[src/rtl/cpu_seq_ctrl.sv]
// Multi-cycle fetch/decode/execute/writeback sequencer for the 3-bit CPU datapath.
// Owns the PC, instruction register, flag register and retired count; handshakes with imem/dmem.
module cpu_seq_ctrl #(
    parameter int PC_W    = 4,
    parameter int INSTR_W = 10,
    parameter int DATA_W  = 3,
    parameter int CNT_W   = 8
) (
    input  logic                 clk,
    input  logic                 rst,
    input  logic                 start,
    output logic                 imem_req,
    output logic [PC_W-1:0]      imem_addr,
    input  logic                 imem_ack,
    input  logic [INSTR_W-1:0]   imem_rdata,
    output logic                 dmem_req,
    output logic [PC_W-1:0]      dmem_addr,
    input  logic                 dmem_ack,
    input  logic                 alu_zf,
    input  logic                 alu_sf,
    input  logic                 alu_cf,
    output logic [1:0]           alu_op,
    output logic                 imm_sel,
    output logic                 ld_sel,
    output logic                 reg_we,
    output logic [INSTR_W-5:0]   operand,
    output logic [PC_W-1:0]      pc,
    output logic [2:0]           flags,
    output logic [CNT_W-1:0]     retired,
    output logic                 busy,
    output logic                 halted
);

    // state  | meaning
    // IDLE   | waiting for start, nothing in flight
    // FETCH  | imem_req held until imem_ack loads IR
    // DECODE | one cycle, choose HALT / MEM / EXEC from opcode
    // EXEC   | ALU selects valid, flags captured unless opcode is 01xx
    // MEM    | dmem_req held until dmem_ack
    // WB     | register write, PC update (jump or +1), retire count
    // HALT   | absorbing, only rst leaves

    localparam int OP_W   = 4;
    localparam int OPND_W = INSTR_W - OP_W;

    // The jump target and load address are taken from the low operand bits.
    generate
        if (OPND_W < PC_W || DATA_W < 1) begin : g_bad_params
            $error("cpu_seq_ctrl: operand narrower than PC or empty datapath");
        end
    endgenerate

    typedef enum logic [2:0] {
        S_IDLE   = 3'd0,
        S_FETCH  = 3'd1,
        S_DECODE = 3'd2,
        S_EXEC   = 3'd3,
        S_MEM    = 3'd4,
        S_WB     = 3'd5,
        S_HALT   = 3'd6
    } state_t;

    state_t              state;
    logic [INSTR_W-1:0]  ir;
    logic [PC_W-1:0]     pc_q;
    logic [2:0]          flags_q;
    logic [CNT_W-1:0]    retired_q;

    logic [OP_W-1:0]     opcode;
    logic [OPND_W-1:0]   opnd;
    logic                zf_q;
    logic                sf_q;
    logic                is_jump;
    logic                jump_taken;
    logic                no_write;

    assign opcode     = ir[INSTR_W-1 -: OP_W];
    assign opnd       = ir[OPND_W-1:0];
    assign zf_q       = flags_q[0];
    assign sf_q       = flags_q[1];
    assign is_jump    = (opcode == 4'b0100);
    assign jump_taken = is_jump && zf_q && !sf_q;
    assign no_write   = (opcode == 4'b0001) || (opcode == 4'b1101) || (opcode[3:2] == 2'b01);

    always_ff @(posedge clk or posedge rst) begin
        if (rst) begin
            state     <= S_IDLE;
            ir        <= '0;
            pc_q      <= '0;
            flags_q   <= '0;
            retired_q <= '0;
        end else begin
            case (state)
                S_IDLE: begin
                    if (start) begin
                        pc_q  <= '0;
                        state <= S_FETCH;
                    end
                end
                S_FETCH: begin
                    if (imem_ack) begin
                        ir    <= imem_rdata;
                        state <= S_DECODE;
                    end
                end
                S_DECODE: begin
                    if (opcode == 4'b1111)
                        state <= S_HALT;
                    else if (opcode == 4'b1000)
                        state <= S_MEM;
                    else
                        state <= S_EXEC;
                end
                S_EXEC: begin
                    if (opcode[3:2] != 2'b01)
                        flags_q <= {alu_cf, alu_sf, alu_zf};
                    state <= S_WB;
                end
                S_MEM: begin
                    if (dmem_ack)
                        state <= S_WB;
                end
                S_WB: begin
                    if (jump_taken)
                        pc_q <= opnd[PC_W-1:0];
                    else
                        pc_q <= pc_q + PC_W'(1);
                    if (retired_q != '1)
                        retired_q <= retired_q + CNT_W'(1);
                    state <= S_FETCH;
                end
                S_HALT: begin
                    state <= S_HALT;
                end
                default: begin
                    state <= S_IDLE;
                end
            endcase
        end
    end

    // Every output below is a decode of registered state/IR, so an async reset
    // clears the request strobes without waiting for a clock edge.
    assign imem_req  = (state == S_FETCH);
    assign imem_addr = pc_q;
    assign dmem_req  = (state == S_MEM);
    assign dmem_addr = opnd[PC_W-1:0];
    assign alu_op    = opcode[1:0];
    assign imm_sel   = (opcode[3:2] == 2'b00);
    assign ld_sel    = (opcode == 4'b1000);
    assign reg_we    = (state == S_WB) && !no_write;
    assign operand   = opnd;
    assign pc        = pc_q;
    assign flags     = flags_q;
    assign retired   = retired_q;
    assign busy      = (state != S_IDLE) && (state != S_HALT);
    assign halted    = (state == S_HALT);

endmodule

[config.mk]
export PLATFORM = sky130hd
export DESIGN_NAME = cpu_seq_ctrl
export DESIGN_NICKNAME = d
export VERILOG_FILES = /design/src/rtl/cpu_seq_ctrl.sv
export SDC_FILE = /design/constraint.sdc
export NUM_CORES = 1
export LEC_CHECK = 0
export ABC_AREA = 1
export CAP_MARGIN = 20
export CORE_ASPECT_RATIO = 1.75
export CORE_MARGIN = 1.5
export CORE_UTILIZATION = 45
export CTS_BUF_LIST = sky130_fd_sc_hd__clkbuf_8
export CTS_CLUSTER_SIZE = 28
export DETAILED_ROUTE_END_ITERATION = 10
export PLACE_DENSITY = 0.83
export SYNTH_ARGS = -nofsm -noshare
export SYNTH_HDL_FRONTEND = slang
export SYNTH_SLANG_ARGS = --single-unit
[constraint.sdc]
create_clock -name clk -period 1.4 [get_ports clk]
set_input_delay 0.28 -clock clk [delete_from_list [all_inputs] [get_ports clk]]
set_output_delay 0.28 -clock clk [all_outputs]
set_load 0.02 [all_outputs]
=== Word level (Yosys, flattened, before mapping) ===
Cells that the tools add are included.

* Reduce and logical (&&, ||, !) cells: 17
* Multiplexer cells: 9
* Add/subtract/negate cells: 2
* Eq/ne operators: 18

{| class="wikitable"
|+ Operators with widths
! cell !! count
|-
| $pmux 3 s7 || 1
|-
| $mux 3 || 5
|-
| $eq 4x4->1 const B || 3
|-
| $eq 3x3->1 const B || 3
|-
| $add 8x1->8 const B || 1
|-
| $mux 4 || 2
|-
| $ne 8x8->1 const B || 1
|-
| $pmux 4 s2 || 1
|-
| $reduce_and 2->1 || 4
|-
| $eq 3x2->1 const B || 2
|-
| $ne 2x1->1 const B || 3
|-
| $add 4x1->4 const B || 1
|-
| $eq 4x1->1 const B || 1
|-
| $eq 4x3->1 const B || 1
|-
| $logic_and 1x1->1 || 4
|-
| $eq 3x1->1 const B || 1
|-
| $logic_not 3->1 || 1
|-
| $ne 3x3->1 const B || 1
|-
| $reduce_and 3->1 || 1
|-
| $reduce_bool 3->1 || 1
|-
| $eq 2x1->1 const B || 1
|-
| $logic_not 1->1 || 2
|-
| $logic_not 2->1 || 1
|-
| $logic_or 1x1->1 || 2
|-
| 2 further kinds || 2
|}

* Input port bits: 18
* Register bits: 28
* Word-level logic and storage cells: 51

=== Depth between registers and ports, before layout ===
* Depth after elaboration: 5
* Depth in mapped cells: 8

=== Worst setup path after synthesis ===
No wires, ideal clock.

* Path type: register to output
* Start point: register state[1]
* End point: output port reg_we
* Arrival time: 1.225 ns
* Stages on the path, launching flop included: 4
* Required time: 1.120 ns
* Path slack: -0.105 ns
* Buffers on the path: 0
* Path through: dfrtp_1 nor2_4 nand2_1 a211oi_1

* Longest elaborated chain between the ends: 2

{| class="wikitable"
|+ RTL lines
! item !! line !! RTL
|-
| from (decl) || 63 || <nowiki>state_t state;</nowiki>
|-
| from (signal assigned) || 87 || <nowiki>state <= S_IDLE;</nowiki>
|-
| from (signal assigned) || 97 || <nowiki>state <= S_FETCH;</nowiki>
|-
| from (signal assigned) || 103 || <nowiki>state <= S_DECODE;</nowiki>
|-
| $eq 3x3->1 || 151 || <nowiki>assign reg_we = (state == S_WB) && !no_write;</nowiki>
|-
| $logic_and 1x1->1 || 151 ||
|-
| to (decl) || 25 || <nowiki>output logic reg_we,</nowiki>
|}

No other way between the ends.

=== Worst setup path after layout ===
Same ends and word-level chain as after synthesis.

==> flow_summary.toml <==
[status]
status = "finished, violations left"
violations = "negative setup slack"

[synthesis]
ys_seq_area_share_pct = 42.3
synth_ff_type = "dfrtp_1"
yosys_warnings = 0
synth_seq_cells = 28
syn_inst = 226
synth_enable_flop_cells = 0
async_flop_share_pct = 100
syn_nets = 246
syn_area_per_cell_um2 = 7.33
synth_area_um2 = 1660
synth.distinct_cells = 27

[route]
drc = 0
wl_um = 4640
firstDrtPassIters = 4
ant_nets = 0
vias = 1713
via_per_inst = 4.88
drt_iter0_drc = 44
wl_per_cell_um = 13.2

[clock_tree]
cts_made_buffers = 3
root_buffer = "clkbuf_8"
clk_path_buf_depth = 2
cts_tree = "built"
insertion_delay_ps = 280
clock_sinks = 28
clk_pin_slew_ps = 100
htreeDepth = 1

[floorplanning]
die_height_um = 83.3
rows = 29
dieArea_um2 = 4070
start_util_pct = 46.6
io_pins = 56
core_area_um2 = 3560
die_x_um = 48.9

[worst_setup_path]
reg2reg_setup_slack_ps = -50
reg2reg_from = "state[2]$_DFFE_PP0P_"
critPathLaunchType = "flip-flop"
r2r_cells = 6
cpPeakStageDelay_ps = 470
critPathBufInv = 1
crit_fanout = 4
startpoint = "state[1]$_DFFE_PP0P_"
endpoint = "reg_we"
cp_data_arrival_time_ps = 1300
critPathSlowestCell = "dfrtp_2"
timing.rr.end = "flags[1]$_DFFE_PP0P_"
crit_type = "reg -> out"
crit_family = "flip-flops"
cp-end-kind = "output pin"
path_cells = "nor2_4, nand2_1, a211oi_2, buf_4"
worstPathRequired_ps = 1120
crit_cells = 4

[power]
power.internal_mw = 2.87
seqPwrFrac_pct = 26.9
p_leak_nw = 1.40
switchingPower_mw = 2.48
p_comb_share_pct = 63.5
switching_share_pct = 46.3
ir_drop_v = 0.00159
p_clk_share_pct = 9.6
p_per_area_nw_per_um2 = 2030

[placed_design]
dpl_worst_slack_ps = -368
place.gp.congestion = 0.814
dpl.hpwl_um = 3180
portBuffers = 55

[global_routing]
grt_max_degree = 29
grt_pass1_wl_um = 7930
antenna_found_initial = 0
first_global_vias = 1799
grtUsageTotal_pct = 24.4
overflow = 0

[sta]
setup_viol = 10
tightest_slew_ps = 362
slew_headroom_pct = 75.8
fin_skew_ps = 2.26
fin_tns_setup_ps = -876
fin_crit_ps = 1580
fin_ws_ps = -183
hold_viol = 0
slew_viol_final = 0
clock.fmax_mhz = 632
timing.final.crit_share_pct = 113
rsz0062_at_grt = "true"

[finish]
fill_cells = 291
multi_input_area_um2 = 871
ff_latch_area_um2 = 704
antennaDiodeCount = 0
syn_to_final_growth_pct = 59.3
nNetsFinal = 326
drive_gt1_share_pct = 31.8

[run]
cap_violations = 0

[hold_path]
hold_path_class = "in -> async"
==> logic make-up (layout without fill, tap and decap cells) <==
family | count (synthesis) | count (layout) | share of synthesized area [%]
compound gates | 14 | 15 | 5.06
buf+inv | 51 | 128 | 15.9
simple gates | 128 | 129 | 33.6
xor+xnor | 3 | 3 | 1.59
fa+ha+maj | 2 | 2 | 1.51
flops | 28 | 28 | 42.3
==> cells in the mapped netlist, types with 2 or more instances <==
| library cell | instances | area, um^2 |
|---|---|---|
| nand2_1 | 73 | 274 |
| inv_1 | 31 | 116 |
| dfrtp_1 | 28 | 701 |
| nor2_1 | 21 | 78.8 |
| nand3_1 | 19 | 95.1 |
| buf_4 | 16 | 120 |
| a21oi_1 | 9 | 45.0 |
| nand4_1 | 4 | 25.0 |
| ha_1 | 2 | 25.0 |
| nand2_4 | 2 | 22.5 |
| nand3b_1 | 2 | 15.0 |
| nor3_1 | 2 | 10.0 |
| o21ai_0 | 2 | 10.0 |
| xnor2_1 | 2 | 17.5 |
==> state kept, by name, summed over array words and instances (netlist names) <==
name	count
flags	3
imem_addr	4
ir	10
retired	8
state	3
==> worst min path at each step <==
| stage | from | endpoint | slack [ps] | cells past startpoint |
|---|---|---|---|---|
| final | rst | retired[0]$_DFFE_PP0P_ | 320 | 3 |
| after global routing | rst | retired[0]$_DFFE_PP0P_ | 340 | 3 |
| after CTS | rst | flags[2]$_DFFE_PP0P_ | 330 | 3 |
| after detailed placement | ir[5]$_DFFE_PP0P_ | ir[5]$_DFFE_PP0P_ | 470 | 2 |
| after global placement | ir[4]$_DFFE_PP0P_ | ir[4]$_DFFE_PP0P_ | 460 | 2 |
| after floorplan | rst | flags[0]$_DFFE_PP0P_ | 350 | 1 |
==> tightest hold or removal path, delay by kind of cell <==
| family | cells | cell delay [ps] |
|---|---|---|
| buffers and inverters | 3 | 670 |
==> area by class of cell <==
cell class                      count  area share, %
Tap cell                           46           2.18
Timing Repair Buffer               91           31.2
Multi-Input combinational cell    149           33.0
Clock buffer                        4           2.09
Sequential cell                    28           26.7
Inverter                           33           4.88
==> power groups by stage <==
stage                     Sequential (mW)  Combinational [mW]  Clock, mW
final                                1.44                3.40      0.515
after global routing                 1.48                3.67      0.554
after CTS                            1.41                3.08      0.513
after detailed placement             1.41                2.94          0
after global placement               1.40                2.86          0
after floorplan                      1.55                1.60          0
==> cell usage in the layout, fill, tap and decap left out, types with 6 or more instances in the layout <==
cell type        Yosys  final
nor2_4               1      8
dlygate4sd2_1        0     30
buf_6                1     13
inv_1               31     23
clkdlybuf4s50_1      0     17
a21oi_2              0      6
buf_4               16     29
dfrtp_1             28     25
inv_2                0      8
nor2_1              21     10
nand2_1             73     68
nand3_1             19     17
==> through the flow <==
stage / power [mW] / instances / instance area [um^2] / hold slack [ps] / util, %
CTS: 5.01 / 352 / 2530 / 334 / 71.3
floorplan: 3.16 / 226 / 1660 / 345 / -
global placement: 4.26 / 337 / 2360 / 464 / 66.3
finish: 5.35 / 351 / 2640 / 322 / 74.2
detailed placement: 4.35 / 337 / 2360 / 468 / 66.3
global route: 5.71 / 351 / 2640 / 337 / 74.2
==> what timing repair did <==
action,in CTS,in global routing
hold buffers,0,0
pin swaps,6,11
setup endpoints to repair,38,35
setup buffers,11,3
gates resized for setup,100,36
gates cloned,0,2
==> routing by layer <==
metal	routed length (um)	track usage [%]
met1	1720	26.5
met2	2690	47.6
met3	129	1.80
met4	97	8.83
met5	0	0
Power figures use the tool's default switching activity.
